`config.mk`:
```
export PLATFORM = sky130hd
export DESIGN_NAME = eth_rx_deframer
export DESIGN_NICKNAME = d
export VERILOG_FILES = /design/src/rtl/eth_pkg.sv /design/src/rtl/eth_crc32_d8.sv /design/src/rtl/eth_rx_deframer.sv
export SDC_FILE = /design/constraint.sdc
export NUM_CORES = 1
export LEC_CHECK = 0
export ABC_AREA = 1
export CAP_MARGIN = 10
export CORE_MARGIN = 1.5
export CORE_UTILIZATION = 45
export DETAILED_ROUTE_END_ITERATION = 8
export PLACE_DENSITY = 0.74
export SLEW_MARGIN = 30
export SYNTH_ARGS = -nofsm -noshare
export SYNTH_HDL_FRONTEND = slang
export SYNTH_SLANG_ARGS = --single-unit
```
`constraint.sdc`:
```
create_clock -name clk -period 5.8 [get_ports clk]
set_clock_uncertainty 0.1 [all_clocks]
set_input_delay 0.87 -clock clk [delete_from_list [all_inputs] [get_ports clk]]
set_output_delay 0.87 -clock clk [all_outputs]
set_load 0.01 [all_outputs]
```
`src/rtl/eth_pkg.sv`:
```
// Shared constants, FSM encoding and helpers for the Ethernet MAC receive and transmit paths.
package eth_pkg;

  localparam logic [7:0]  ETH_PREAMBLE    = 8'h55;
  localparam logic [7:0]  ETH_SFD         = 8'hD5;
  localparam logic [31:0] ETH_CRC_POLY    = 32'hEDB88320;
  localparam logic [31:0] ETH_CRC_INIT    = 32'hFFFFFFFF;
  localparam logic [31:0] ETH_CRC_RESIDUE = 32'hC704DD7B;
  localparam logic [47:0] ETH_BCAST_ADDR  = 48'hFFFFFFFFFFFF;

  typedef enum logic [1:0] {
    ST_IDLE     = 2'd0,
    ST_PREAMBLE = 2'd1,
    ST_DATA     = 2'd2,
    ST_DROP     = 2'd3
  } eth_rx_state_e;

  // The residue constant is written MSB-first; a reflected CRC register holds it bit-reversed.
  function automatic logic [31:0] eth_bitrev32(input logic [31:0] v);
    logic [31:0] r;
    for (int i = 0; i < 32; i++) begin
      r[i] = v[31-i];
    end
    return r;
  endfunction

endpackage

```
`src/rtl/eth_crc32_d8.sv`:
```
// Combinational byte-wide CRC-32 step (reflected polynomial, LSB first); shared by RX and TX.
module eth_crc32_d8
  import eth_pkg::*;
(
  input  logic [31:0] crc_in,
  input  logic [7:0]  data_in,
  output logic [31:0] crc_out
);

  logic [31:0] c;

  always_comb begin
    c = crc_in ^ {24'd0, data_in};
    for (int i = 0; i < 8; i++) begin
      c = c[0] ? ((c >> 1) ^ ETH_CRC_POLY) : (c >> 1);
    end
  end

  assign crc_out = c;

endmodule

```
`src/rtl/eth_rx_deframer.sv`:
```
// GMII receive deframer: strips preamble/SFD, checks FCS and length, forwards payload with status.
// Optional destination-address filtering is enabled by defining ETH_RX_ADDR_FILTER_EN.
module eth_rx_deframer
  import eth_pkg::*;
#(
  parameter int MIN_LEN = 64,
  parameter int MAX_LEN = 1518
`ifdef ETH_RX_ADDR_FILTER_EN
  ,
  parameter logic [47:0] MAC_ADDR = 48'h000A35000001
`endif
) (
  input  logic        clk,
  input  logic        rst,
  input  logic [7:0]  eth_rx_d_in,
  input  logic        eth_rx_dv_in,
  input  logic        eth_rx_err_in,
  output logic [7:0]  rx_d_out,
  output logic        rx_valid_out,
  output logic        rx_sof_out,
  output logic        rx_eof_out,
  output logic        rx_good_out,
  output logic        rx_bad_out,
  output logic [10:0] rx_len_out,
  output logic [15:0] rx_drop_cnt_out
);

  localparam logic [10:0] MIN_L = 11'(MIN_LEN);
  localparam logic [10:0] MAX_L = 11'(MAX_LEN);

  eth_rx_state_e state_q, state_d;
  logic [31:0] crc_q, crc_d, crc_next;
  logic [10:0] cnt_q, cnt_d;
  logic [39:0] dly_q, dly_d;
  logic        err_q, err_d;
  logic [7:0]  d_q, d_d;
  logic        valid_q, valid_d;
  logic        sof_q, sof_d;
  logic        eof_q, eof_d;
  logic        good_q, good_d;
  logic        bad_q, bad_d;
  logic [10:0] len_q, len_d;
  logic [15:0] drop_cnt_q, drop_cnt_d;
  logic        addr_ok;
  logic        residue_ok;
  logic        len_ok;

  eth_crc32_d8 u_crc (
    .crc_in  (crc_q),
    .data_in (eth_rx_d_in),
    .crc_out (crc_next)
  );

  // The destination MAC is complete when its 6th byte sits on the input next to the 5 delayed bytes.
`ifdef ETH_RX_ADDR_FILTER_EN
  assign addr_ok = ({dly_q, eth_rx_d_in} == MAC_ADDR) || ({dly_q, eth_rx_d_in} == ETH_BCAST_ADDR);
`else
  assign addr_ok = 1'b1;
`endif

  assign residue_ok = (eth_bitrev32(crc_q) == ETH_CRC_RESIDUE);
  assign len_ok     = (cnt_q >= MIN_L) && (cnt_q <= MAX_L) && (cnt_q >= 11'd5);

  always_comb begin
    state_d    = state_q;
    crc_d      = crc_q;
    cnt_d      = cnt_q;
    dly_d      = dly_q;
    err_d      = err_q;
    d_d        = d_q;
    valid_d    = 1'b0;
    sof_d      = 1'b0;
    eof_d      = 1'b0;
    good_d     = 1'b0;
    bad_d      = 1'b0;
    len_d      = len_q;
    drop_cnt_d = drop_cnt_q;

    case (state_q)
      ST_IDLE: begin
        if (eth_rx_dv_in) begin
          if (eth_rx_d_in == ETH_PREAMBLE) begin
            state_d = ST_PREAMBLE;
          end else if (eth_rx_d_in == ETH_SFD) begin
            state_d = ST_DATA;
            crc_d   = ETH_CRC_INIT;
            cnt_d   = '0;
            err_d   = 1'b0;
          end else begin
            state_d = ST_DROP;
          end
        end
      end

      ST_PREAMBLE: begin
        if (!eth_rx_dv_in) begin
          state_d = ST_IDLE;
        end else if (eth_rx_d_in == ETH_SFD) begin
          state_d = ST_DATA;
          crc_d   = ETH_CRC_INIT;
          cnt_d   = '0;
          err_d   = 1'b0;
        end else if (eth_rx_d_in != ETH_PREAMBLE) begin
          state_d = ST_DROP;
        end
      end

      ST_DATA: begin
        if (eth_rx_dv_in) begin
          if (cnt_q == MAX_L) begin
            eof_d   = 1'b1;
            bad_d   = 1'b1;
            state_d = ST_DROP;
          end else begin
            crc_d = crc_next;
            dly_d = {dly_q[31:0], eth_rx_d_in};
            cnt_d = cnt_q + 11'd1;
            if (eth_rx_err_in) begin
              err_d = 1'b1;
            end
            if (cnt_q >= 11'd5) begin
              if ((cnt_q == 11'd5) && !addr_ok) begin
                state_d = ST_DROP;
              end else begin
                valid_d = 1'b1;
                d_d     = dly_q[39:32];
                sof_d   = (cnt_q == 11'd5);
              end
            end
          end
        end else begin
          // Frame end: the four bytes left in the delay line are the FCS and never leave.
          eof_d   = 1'b1;
          len_d   = cnt_q - 11'd4;
          state_d = ST_IDLE;
          if (cnt_q >= 11'd5) begin
            valid_d = 1'b1;
            d_d     = dly_q[39:32];
            sof_d   = (cnt_q == 11'd5);
          end
          if (residue_ok && !err_q && len_ok) begin
            good_d = 1'b1;
          end else begin
            bad_d = 1'b1;
          end
        end
      end

      ST_DROP: begin
        if (!eth_rx_dv_in) begin
          state_d = ST_IDLE;
        end
      end

      default: state_d = ST_IDLE;
    endcase

    if (bad_d && (drop_cnt_q != 16'hFFFF)) begin
      drop_cnt_d = drop_cnt_q + 16'd1;
    end
  end

  always_ff @(posedge clk or posedge rst) begin
    if (rst) begin
      state_q    <= ST_IDLE;
      crc_q      <= ETH_CRC_INIT;
      cnt_q      <= '0;
      dly_q      <= '0;
      err_q      <= 1'b0;
      d_q        <= '0;
      valid_q    <= 1'b0;
      sof_q      <= 1'b0;
      eof_q      <= 1'b0;
      good_q     <= 1'b0;
      bad_q      <= 1'b0;
      len_q      <= '0;
      drop_cnt_q <= '0;
    end else begin
      state_q    <= state_d;
      crc_q      <= crc_d;
      cnt_q      <= cnt_d;
      dly_q      <= dly_d;
      err_q      <= err_d;
      d_q        <= d_d;
      valid_q    <= valid_d;
      sof_q      <= sof_d;
      eof_q      <= eof_d;
      good_q     <= good_d;
      bad_q      <= bad_d;
      len_q      <= len_d;
      drop_cnt_q <= drop_cnt_d;
    end
  end

  assign rx_d_out        = d_q;
  assign rx_valid_out    = valid_q;
  assign rx_sof_out      = sof_q;
  assign rx_eof_out      = eof_q;
  assign rx_good_out     = good_q;
  assign rx_bad_out      = bad_q;
  assign rx_len_out      = len_q;
  assign rx_drop_cnt_out = drop_cnt_q;

endmodule

```
# Word-level counts from Yosys, hierarchy flattened
# Cells that the tools add are included.
dict set report totals {
  reg_bits 126
  output_inout_bits 40
  elab_cells 124
}
dict set report classes {
  n_lt_le_gt_ge 3
  mux 60
  n_reduce_logical 14
  bitwise 11
  addsub 3
  n_eq_ne 20
}
# cell n
set ops {}
lappend ops {{$mux W32} 14}
lappend ops {{$not A13 Y14} 8}
lappend ops {{$pmux W32 S3} 1}
lappend ops {{$mux W11} 6}
lappend ops {{$pmux W11 S3} 1}
lappend ops {{$eq A32 B32 Y1 const B} 1}
lappend ops {{$xor A32 B8 Y32} 1}
lappend ops {{$mux W1} 25}
lappend ops {{$mux W8} 3}
lappend ops {{$add A16 B1 Y16 const B} 1}
lappend ops {{$mux W2} 8}
lappend ops {{$ne A16 B16 Y1 const B} 1}
lappend ops {{$ne A2 B2 Y1 const B} 8}
lappend ops {{$add A11 B1 Y11 const B} 1}
lappend ops {{$eq A11 B11 Y1 const B} 1}
lappend ops {{$eq A11 B3 Y1 const B} 1}
lappend ops {{$ge A11 B3 Y1 const B} 1}
lappend ops {{$ge A11 B7 Y1 const B} 1}
lappend ops {{$le A11 B11 Y1 const B} 1}
lappend ops {{$sub A11 B3 Y11 const B} 1}
lappend ops {{$eq A8 B7 Y1 const B} 1}
lappend ops {{$eq A8 B8 Y1 const B} 1}
lappend ops {{$ne A8 B7 Y1 const B} 1}
lappend ops {{$pmux W2 S4} 1}
lappend ops {{other kinds (15)} 22}

# Depth between registers and ports, before layout
dict set report logic_depth {
  ltp_word 20
  depth_mapped 14
  ltp_nobuf 13
}

# By module
# From an unflattened synthesis, not the netlist that was laid out.
dict set report unflattened {
  cells_unflattened 994
  area_unflattened_um2 7413.4
}
# module n_inst area_per_inst_um2 cells_each
set modules_own_cells {}
lappend modules_own_cells {eth_rx_deframer 1 6039.5 737}
lappend modules_own_cells {eth_crc32_d8 1 1373.8 257}

# Worst setup path after synthesis
# OpenSTA, ideal clock, no wires.
dict set report synth_timing {
  kind {input to register}
  from {in eth_rx_d_in[5]}
  to {reg cnt_q[2]}
  cell_stages 12
  setup_time_ps 119
  t_required_ps 5581
  path_buffers 2
  setup_slack_ps 3691
  arrival_ps 1890
  path_cell_list {inv_1 nand2_1 nor3_1 nand2_1 nand2_1 nand2_1 nor2_2 buf_6 buf_6 nand3_1 o21ai_1 nor2_1}
}
dict set report synth_via {
  elab_chain_cells 5
}
# element line_no
set synth_lines {}
lappend synth_lines {{from (decl)} eth_rx_deframer.sv:15} ;# input logic [7:0] eth_rx_d_in,
lappend synth_lines {{$eq A8 B8 Y1} {eth_rx_deframer.sv:84, eth_rx_deframer.sv:98}}
lappend synth_lines {{$mux W11 (3 in series)} --}
lappend synth_lines {{$pmux W11 S3} --}
lappend synth_lines {{to (signal assigned)} eth_rx_deframer.sv:181} ;# cnt_q <= cnt_d;
lappend synth_lines {{to (decl)} eth_rx_deframer.sv:33} ;# logic [10:0] cnt_q, cnt_d;
# Parallel ways exist; a longest one is shown, timed or not. The select of a mux whose other input is x is not followed.
# A chain may end at the register's enable or synchronous reset.

# Worst setup path after layout
dict set report layout_timing {
  from {in eth_rx_dv_in}
  to {reg dly_q[29]}
}
dict set report layout_via {
  elab_chain_cells 1
}
# element line_no
set layout_lines {}
lappend layout_lines {{from (decl)} eth_rx_deframer.sv:16} ;# input logic eth_rx_dv_in,
lappend layout_lines {{$reduce_and A3 Y1 (no source line)} --}
lappend layout_lines {{to (signal assigned)} eth_rx_deframer.sv:182} ;# dly_q <= dly_d;
lappend layout_lines {{to (decl)} eth_rx_deframer.sv:34} ;# logic [39:0] dly_q, dly_d;
# Every way passes these cells.

==> results_dict.tcl <==
set metrics [dict create \
    status "finished clean" \
    fillCellCount 1414 \
    finalMaxSlewViolations 0 \
    cts_buffers 17 \
    first_pass_iters 7 \
    fin_setup_tns_ps 0 \
    critical_path.startpoint_type "primary input" \
    fp.dieArea_um2 16600 \
    clockBufferDepth 2 \
    finalHoldViolCount 0 \
    dr.first_iter.drc_count 710 \
    drive_gt1_share_pct 11.0 \
    dp_slack_ps 2340 \
    clk_latency_ps 420 \
    antenna_found_initial 0 \
    start_util_pct 46.5 \
    synth_top_flop_cell "dfrtp_1" \
    dp_hpwl_um 11400 \
    clock_power_share_pct 24.9 \
    cts_tree "yes" \
    ys_async_sr_fraction_pct 100 \
    rows 45 \
    wirelength_met1_um 7480 \
    synthCells 922 \
    grt_start_max_net_pins 85 \
    ctsHtreeMaxLevel 4 \
    ant_nets 0 \
    grt_use_total_pct 21.5 \
    post_cts_buffers 0 \
    nets 988 \
    holdCritPathClass "reg -> reg" \
    finalSetupViolCount 0 \
    switching_power_mw 1.79 \
    io_pins 52 \
    wl_met3_um 1010 \
    power_frac_comb_pct 41.2 \
    ctsHoldBuffers 0 \
    p_per_area_nw_per_um2 537 \
    fmax_mhz 330 \
    power.share.switching_pct 39.8 \
    die_h_um 129 \
    layout_common_cells "nand2_1, dfrtp_1, inv_1" \
    critPathRequiredTime_ps 6010 \
    p_seq_share_pct 33.9 \
    worstPathMaxFanout 55 \
    finalCriticalPeriod_ps 3030 \
    dp_cells 1160 \
    ctsResizeCount 0 \
    clock-sinks 126 \
    syn_area_um2 7140 \
    grt_overflow 0 \
    avgSynthCellArea_um2 7.75 \
    multi_input_area_um2 3440 \
    path_clk_slew_ps 60 \
    whs_ps 362 \
    wl_per_cell_um 14.2 \
    route.top_layer_used "met4" \
    ys_seq_elements 126 \
    met2WireLength_um 8000 \
    syn_to_final_growth_pct 17.6 \
    vias 6196 \
    syn_nets 942 \
    path_cells "clkdlybuf4s50_1 -> inv_2 -> nor2_1 -> nand2_4 -> clkinv_2 -> o21ai_0" \
    end_kind "register" \
    rsz0062_at_grt "no" \
    path_class "in -> reg" \
    worst_slack_ps 2770 \
    place.port_buffers 51 \
    routed_wl_um 16900 \
    critPathArrivalTime_ps 3240 \
    slew-limit-headroom_pct 47.5 \
    synth_edf_count 0 \
    via_per_inst 5.20 \
    antenna_cells 0 \
    yosysSeqAreaShare_pct 44.7 \
    slowest_delay_ps 770 \
    instances_no_fill 1191 \
    path_buf_inv 3 \
    worst_pin_slew_ps 787 \
    yosys_warnings 0 \
    ir_drop_uv 292 \
    cellLeakagePower_nw 4.01 \
    grt_pass1_vias 5765 \
    area.sequential_um2 3190 \
    grt_pass1_wl_um 28000 \
    chipWidth_um 129 \
    drc 0 \
    mostFrequentLayoutCell "nand2_1" \
    core_um2 15400 \
    finalCritPeriodShare_pct 52.2 \
    gp_congestion 0.869 \
    drv_cap 0 \
    cts_root_buffer "clkbuf_16" \
    slowest_stage "clkinv_2" \
    cp_top_family "buffers and inverters" \
    intPower_mw 2.71 \
    synth_cell_types 44 \
]
[layer usage]
metal	global-route usage [%]	vias to the layer above
li1	-	3040
met1	28.4	2916
met2	34.9	211
met3	5.03	29
met4	7.27	0
met5	0	-
[cells by family (layout without fill, tap and decap cells)]
| logic type | after synthesis | count (layout) | share of synthesized area, % |
|---|---|---|---|
| fa+ha+maj | 8 | 8 | 1.40 |
| xor+xnor | 56 | 56 | 6.87 |
| compound gates | 100 | 100 | 8.51 |
| flops | 126 | 126 | 44.7 |
| buf+inv | 119 | 177 | 7.18 |
| simple gates | 513 | 513 | 31.3 |
[path summary, 6_finish.rpt]
path                                   start           to  slack, ps  cells after the start
worst max-delay path            eth_rx_dv_in    dly_q[29]       2770                      6
worst min-delay path                dly_q[0]     dly_q[8]        360                      2
worst max register to register      cnt_q[9]    dly_q[29]       2910                      7
worst min register to register      dly_q[0]     dly_q[8]        360                      2
max in group asynchronous                rst    crc_q[23]       3670                      3
min in group asynchronous                rst  rx_d_out[0]        890                      2
[power by group through the flow]
stage / logic [mW] / registers, mW / clock network (mW)
floorplan: 1.34 / 1.51 / 0
global placement: 1.79 / 1.53 / 0
detailed placement: 1.84 / 1.53 / 0
CTS: 1.86 / 1.52 / 1.13
global route: 2.09 / 1.57 / 1.18
finish: 1.86 / 1.53 / 1.12
[worst min-delay path, delay by kind of cell (launching register included)]
family,cells,cell delay (ps)
AND/OR/NAND/NOR,2,100
flip-flops,1,340
[flip-flops by register name (all words and copies together) (netlist names), 2 cells and up]
name,count
rx_d_out,8
cnt_q,11
rx_len_out,11
crc_q,32
dly_q,40
rx_drop_cnt_out,16
state_q,2
[per-stage QoR]
stage,instance area (µm²),power [mW],utilization [%]
final,8400,4.51,54.6
after detailed placement,7780,3.37,50.6
after floorplan,7140,2.85,-
after global placement,7770,3.32,50.6
after CTS,8400,4.52,54.6
after global routing,8400,4.83,54.6
[cells in the mapped netlist, types with 2 or more instances]
library cell / number / area share (%)
clkbuf_1: 4 / 0.21
nand2_2: 7 / 0.61
nand2_1: 334 / 18
or2_0: 2 / 0.18
dfrtp_1: 94 / 33
xnor2_1: 16 / 2.0
nor2_4: 2 / 0.32
a21oi_1: 9 / 0.63
o21ai_0: 62 / 4.3
buf_6: 5 / 0.79
nor3_2: 3 / 0.42
inv_2: 9 / 0.47
xor2_1: 40 / 4.9
nor2_2: 2 / 0.18
nor3_1: 15 / 1.1
o21a_1: 2 / 0.21
nand3_2: 2 / 0.28
dfstp_2: 32 / 12
a22oi_2: 9 / 1.6
nand4_1: 32 / 2.8
and2_1: 2 / 0.18
o21ai_1: 11 / 0.77
a2bb2oi_2: 2 / 0.42
inv_1: 83 / 4.4
nand3b_1: 2 / 0.21
nand3_1: 57 / 4.0
nor4_1: 2 / 0.18
and3_1: 2 / 0.18
ha_1: 8 / 1.4
buf_4: 2 / 0.21
buf_2: 15 / 1.1
nor2_1: 43 / 2.3
[final cells by class]
cell class / count / area share (%)
inverter: 93 / 4.26
timing repair buffer: 53 / 6.26
clock buffer: 17 / 5.07
clock inverter: 14 / 2.31
tap: 211 / 3.14
multi-input combinational: 677 / 40.9
sequential: 126 / 38.0
(Power assumes the default switching activity.)
